==> config.mk <==
export PLATFORM = sky130hd
export DESIGN_NAME = bin_to_gray_tx
export DESIGN_NICKNAME = d
export VERILOG_FILES = /design/src/rtl/bin_to_gray_tx.sv
export SDC_FILE = /design/constraint.sdc
export NUM_CORES = 1
export LEC_CHECK = 0
export ABC_AREA = 1
export CORE_AREA = 5 5 89 83
export CTS_CLUSTER_DIAMETER = 120
export DETAILED_ROUTE_END_ITERATION = 6
export DIE_AREA = 0 0 94 88
export PLACE_DENSITY_LB_ADDON = 0.1
export SYNTH_ARGS = -nofsm -noshare
export SYNTH_HDL_FRONTEND = slang
export SYNTH_SLANG_ARGS = --single-unit
==> constraint.sdc <==
create_clock -name clk -period 2.5 [get_ports clk]
set_clock_uncertainty 0.2 [all_clocks]
set_input_delay 0.5 -clock clk [delete_from_list [all_inputs] [get_ports clk]]
set_output_delay 0.5 -clock clk [all_outputs]
set_load 0.05 [all_outputs]
==> src/rtl/bin_to_gray_tx.sv <==
// Binary-to-Gray encoder with stream and free-running count sources feeding a 2-entry output FIFO.
// Latency 1 cycle from acceptance to out_*; a full FIFO takes a push only alongside a pop.
module bin_to_gray_tx #(
  parameter int WIDTH = 4
) (
  input  logic             clk,
  input  logic             rst_n,
  input  logic             mode,
  input  logic             in_valid,
  output logic             in_ready,
  input  logic [WIDTH-1:0] in_bin,
  input  logic             cnt_en,
  output logic             out_valid,
  input  logic             out_ready,
  output logic [WIDTH-1:0] out_gray,
  output logic [WIDTH-1:0] out_bin,
  output logic             out_adj
);

  typedef enum logic [1:0] {STREAM, DRAIN, COUNT} state_t;

  state_t           state, state_nxt;
  logic [WIDTH-1:0] mem_gray [2];
  logic [WIDTH-1:0] mem_bin  [2];
  logic             mem_adj  [2];
  logic             rd_ptr, wr_ptr;
  logic [1:0]       occ;
  logic [WIDTH-1:0] cnt, prev_gray;

  logic             empty, full, pop, space, push, push_cnt;
  logic [WIDTH-1:0] push_bin, push_gray, gray_diff;
  logic             push_adj;

  assign empty     = (occ == 2'd0);
  assign full      = (occ == 2'd2);
  assign out_valid = !empty;
  assign pop       = out_valid && out_ready;
  assign space     = !full || pop;

  // rst_n gates in_ready so it reads 0 while reset is held, not just after.
  assign in_ready  = rst_n && (state == STREAM) && space;
  assign push_cnt  = (state == COUNT) && cnt_en && space;
  assign push      = (in_valid && in_ready) || push_cnt;

  assign push_bin  = (state == COUNT) ? cnt : in_bin;
  assign push_gray = push_bin ^ (push_bin >> 1);
  assign gray_diff = push_gray ^ prev_gray;
  assign push_adj  = (gray_diff != '0) && ((gray_diff & (gray_diff - 1'b1)) == '0);

  assign out_gray  = empty ? '0 : mem_gray[rd_ptr];
  assign out_bin   = empty ? '0 : mem_bin[rd_ptr];
  assign out_adj   = empty ? 1'b0 : mem_adj[rd_ptr];

  always_comb begin
    state_nxt = state;
    case (state)
      STREAM: if (mode) state_nxt = DRAIN;
      DRAIN: begin
        if (!mode)      state_nxt = STREAM;
        else if (empty) state_nxt = COUNT;
      end
      COUNT:  if (!mode) state_nxt = DRAIN;
      default: state_nxt = STREAM;
    endcase
  end

  always_ff @(posedge clk or negedge rst_n) begin
    if (!rst_n) begin
      state     <= STREAM;
      rd_ptr    <= 1'b0;
      wr_ptr    <= 1'b0;
      occ       <= 2'd0;
      cnt       <= '0;
      prev_gray <= '0;
      for (int i = 0; i < 2; i++) begin
        mem_gray[i] <= '0;
        mem_bin[i]  <= '0;
        mem_adj[i]  <= 1'b0;
      end
    end else begin
      state <= state_nxt;
      if (push) begin
        mem_gray[wr_ptr] <= push_gray;
        mem_bin[wr_ptr]  <= push_bin;
        mem_adj[wr_ptr]  <= push_adj;
        wr_ptr           <= ~wr_ptr;
        prev_gray        <= push_gray;
      end
      if (pop) rd_ptr <= ~rd_ptr;
      if (push_cnt) cnt <= cnt + 1'b1;
      occ <= occ + {1'b0, push} - {1'b0, pop};
    end
  end

endmodule

Yosys cells after proc, flatten, opt, wreduce, memory -nomap -nowiden
Cells that the tools add are included.
{ "totals": {"reg_bits": 32, "output_inout_bits": 11, "elab_cells": 74} }
{ "classes": {"n_bitwise": 7, "muxes": 25, "order_cmp": 3, "n_addsub": 4, "n_eq_ne": 6, "reduce_logical": 17} }
{ "ops": {"columns": ["cell", "count"], "rows": [
  ["$mux W4", 10],
  ["$bwmux W8", 2],
  ["$logic_and A1 B1 Y1", 8],
  ["$mux W2", 4],
  ["$pmux W2 S3", 1],
  ["$mux W1", 5],
  ["$add A4 B1 Y4 const B", 1],
  ["$and A4 B4 Y4", 1],
  ["$demux W4 S1", 1],
  ["$eq A2 B2 Y1 const B", 2],
  ["$ge A2 B2 Y1 const B", 2],
  ["$logic_not A2 Y1", 2],
  ["$logic_not A4 Y1", 1],
  ["$ne A2 B2 Y1 const B", 2],
  ["$not A1 Y2", 2],
  ["$reduce_bool A4 Y1", 1],
  ["$sub A4 B1 Y4 const B", 1],
  ["$xor A4 B3 Y4", 1],
  ["$xor A4 B4 Y4", 1],
  ["$ne A3 B3 Y1 const B", 1],
  ["$reduce_and A3 Y1", 1],
  ["$add A2 B1 Y2", 1],
  ["$bwmux W2", 1],
  ["$eq A2 B1 Y1 const B", 1],
  ["6 further kinds", 9]
]} }

Longest topological paths before layout
{ "logic_depth": {"ltp_word": 9, "mapped_depth": 14, "mapped_depth_nobuf": 13} }

Least setup slack after synthesis
Ideal clock, no wire load.
{ "synth_path": {"path_type": "reg2out", "start": "register rd_ptr", "end": "output port out_gray[3]", "stages_incl_launch_ff": 5, "required_time_ps": 1800, "arrival_ps": 1879, "path_slack_ps": -79, "n_path_buf": 2, "path_cell_list": "dfrtp_1 > clkbuf_1 > nand2_1 > a21oi_1 > buf_4"} }
{ "synth_via": {"elab_chain_len": 5} }
{ "synth_lines": {"columns": ["element", "line_no", "text"], "rows": [
  ["from (decl)", "26", "logic rd_ptr, wr_ptr;"],
  ["from (signal assigned)", "89", "if (pop) rd_ptr <= ~rd_ptr;"],
  ["$not A1 Y2 (implied by the code)", "50", "assign out_gray = empty ? '0 : mem_gray[rd_ptr];"],
  ["$mux W4 (implied by the code) (3 in series)", "50", null],
  ["$mux W4", "50", null],
  ["to (decl)", "15", "output logic [WIDTH-1:0] out_gray,"]
]} }
Every way passes these cells. The select of a mux whose other input is x is not followed.

Worst setup path after layout
{ "layout_path": {"start": "input port out_ready", "end": "output port in_ready"} }
{ "layout_via": {"elab_chain_len": 3} }
{ "layout_lines": {"columns": ["element", "line_no", "text"], "rows": [
  ["from (decl)", "14", "input logic out_ready,"],
  ["$logic_and A1 B1 Y1", "37", "assign pop = out_valid && out_ready;"],
  ["$logic_or A1 B1 Y1", "38", "assign space = !full || pop;"],
  ["$logic_and A1 B1 Y1", "41", "assign in_ready = rst_n && (state == STREAM) && space;"],
  ["to (decl)", "10", "output logic in_ready,"]
]} }
Every way passes these cells.

==> summary.md <==
| Metric | Value |
|---|---|
| Gate power share | 58.2% |
| Buf+Inv Stages, Crit Path | 2 |
| CP delay by family, top | buffers and inverters |
| Period utilization | 86.5% |
| Hold wc startpoint | mem_gray[4] |
| Die Ht | 88 um |
| Leak Pwr | 1.11 nW |
| Synth unique cells | 28 |
| Util after Layout | 36.3% |
| Clk Tree Root Cell | clkbuf_8 |
| Tot Pwr | 3.15 mW |
| Grt met3 use | 3.35% |
| Crit Path Category | in2out |
| DRC Markers | 0 |
| Sw Share | 48.0% |
| Hold EP | mem_gray[4] |
| Vias per cell | 4.34 |
| Worst VDD drop | 0.000357 V |
| 1st-iter DRT viols | 86 |
| Crit Path Max Fanout | 2 |
| ANT cells | 0 |
| CP cell instances | clkdlybuf4s50_1 -> nor2_1 -> nand2_1 -> and3_4 -> buf_12 |
| Fmax | 0.463 GHz |
| GRT busiest layer | met2 |
| WP data required | 1800 ps |
| Bufs on Longest Clock Path | 2 |
| GPL Wtd Cong | 0.703 |
| Row count | 28 |
| RR Endpoint | occ[1] |
| Sequential share of power | 28.4% |
| Clock share of power | 13.3% |
| Critical-path cell with the highest stage delay | clkdlybuf4s50_1 |
| Met1 usage | 15.5% |
| Critical Path End Type | primary output |
| Initial antenna violation count | 0 |
| FF-to-FF path depth | 9 |
| Run status | finished clean |
| Hold path depth | 2 |
| Slew Viols, Final | 0 |
| PwrDens | 1360 nW/um2 |
| Final Hold Fails | 0 |
| Core Area | 6380 um2 |
| CTS HTree Levels | 2 |
| CTS resizes | 0 |
| GRT Residual Overflow | 0 |
| Int Pwr | 1.64 mW |
| Area growth syn-to-layout | 25.8% |
| GRT Resource Usage Total | 11.2% |
| Worst Max-Slew Pin Slew | 481 ps |
| Nets | 262 |
| Die Wd | 94 um |
| Die Footprint | 8270 um2 |
| Routed vias | 1475 |
| Setup violators final | 0 |
| DP Wirelength | 3190 um |
| Buffer count from post-CTS setup fixing | 0 |
| Vias in the first global route | 1465 |
| Clock Sink Count | 30 |
| Fin Hold WS | 270 ps |
| Initial DRT Pass Iterations | 4 |
| Relative slew slack | 68.0% |
| Hold Crit Class | reg2reg |
| Worst skew pair latency | 280 ps |
| Avg Inst Size Synth | 8.33 um2 |
| Largest net degree at the start of global routing | 31 |
| R2r setup slk | 420 ps |
| Largest stage delay, worst path | 470 ps |
| Sequential element share of the synthesized area | 40.8% |
| Critical Path AT | 1460 ps |
| Routed wire length | 4230 um |
| CTS tree | built |
| Syn. warnings | 0 |
| IO Pins | 21 |
| Post-Syn Instances | 221 |
| Startpoint Class | input pin |
| FF-to-FF Start | state[1] |
| Wire per inst | 12.4 um |
| First-pass GRT wire length | 7160 um |
| M2 GR Usage | 17.3% |
| Starting Density | 28.9% |
| Routed Antenna Nets | 0 |
| Critical Path Start | out_ready |
| Num CTS Buffers | 5 |
| Hold Buf Count CTS | 0 |
| Max-cap violations | 0 |
| Layout cells sized above 1 | 26.4% |
| Switch Pwr | 1.51 mW |
| Port Buffers | 20 |
| RSZ-0062 raised after global routing | no |
| FF+latch count, synth | 30 |
| Setup TNS Final | 0 ps |
| Tmin final | 2160 ps |
| Cell Area, Synth | 1840 um2 |
| Clock transition at the registers of the reported paths | 70 ps |
| Post-synth net total | 234 |
[worst reg2reg max path, cell delays in order (launching register included)]
cell and delay [ps]:
dfrtp_1 640, inv_2 80, nor2_4 150, nand3_4 140
nand2_8 100, inv_4 50, ha_1 260, inv_1 40
ha_1 180, xnor2_1 120
[cells by family after synthesis]
logic type	share of synthesized area, %
compound gates	8.83
simple gates	37.7
xor+xnor	3.80
buf+inv	6.86
fa+ha+maj	2.04
flops	40.8
[worst max-delay path by stage]
| stage | end | slack [ps] | cells after the start |
|---|---|---|---|
| finish | in_ready | 340 | 5 |
| global route | out_gray[2] | 190 | 5 |
| CTS | out_bin[2] | 310 | 4 |
| detailed placement | occ[1] | 60 | 11 |
| global placement | occ[1] | 90 | 11 |
| floorplan | out_gray[0] | 10 | 4 |
[through the flow]
stage / instance area, um2 / worst slack, ps / std cells
floorplan: 1850 / 9.78 / 221
global placement: 2220 / 86.5 / 332
detailed placement: 2220 / 64.1 / 332
CTS: 2320 / 310 / 340
global route: 2320 / 190 / 340
finish: 2320 / 338 / 340
[layout make-up]
cell class / instances / area, um2
fillers: 697 / 4060
multi-input cells: 163 / 968
flip-flops and latches: 30 / 751
repair buffers: 25 / 298
well taps: 90 / 113
inverters: 24 / 92.6
clock buffers: 6 / 82.6
clock inverters: 2 / 12.5
[power by group through the flow]
stage	clock network [mW]	logic [mW]	registers [mW]
after floorplan	0	1.28	0.846
after global placement	0	1.85	0.908
after detailed placement	0	1.85	0.907
after CTS	0.434	1.86	0.900
after global routing	0.457	2.01	0.932
final	0.421	1.84	0.895
[state kept, by name, indices dropped and copies added, names as in the netlist]
name	flops
occ	2
wr_ptr	1
prev_gray	4
cnt	4
mem_gray	7
rd_ptr	1
mem_adj	2
mem_bin	7
state	2
[cell usage in the layout, fill, tap and decap left out]
cell             instances
o21ai_2                  4
nand3_4                  1
a21oi_2                  1
nand2_4                 12
clkinv_2                 1
clkdlybuf4s50_1          9
nor2_4                   1
clkinvlp_4               1
buf_12                   7
o21ai_0                 15
nor2_8                   1
xor2_1                   5
nand2_2                 13
clkbuf_8                 6
inv_4                    1
nor2_1                   6
dfrtp_1                 30
inv_1                   19
ha_1                     3
nor4_1                   1
nand2_1                 63
a21oi_1                  8
nand4_1                  1
o211ai_1                 1
nand2_8                  2
buf_4                    9
nand3_1                 19
nor2_2                   1
inv_2                    4
and3_4                   1
nor3_1                   1
xnor2_1                  3
[layer usage]
layer  wire length (um)  vias up
met5                  0        -
met3                178        5
met1               2180      685
met4                 47        0
met2               1820       24
li1                   -      761
[cell usage after synthesis, drive strengths merged]
library cell	instances	share of area, %
dfrtp	30	41
ha	3	2.0
nand2	90	27
nor2	9	3.3
nor3	1	0.27
clkbuf	1	0.20
a21oi	9	2.4
xnor2	3	1.4
nand4	1	0.34
nor4	1	0.34
o21ai	19	6.0
inv	24	5.0
nand3	20	6.1
buf	3	1.6
xor2	5	2.4
o211ai	1	0.41
and3	1	0.61
Note: power is estimated with default switching activity, not from simulation.
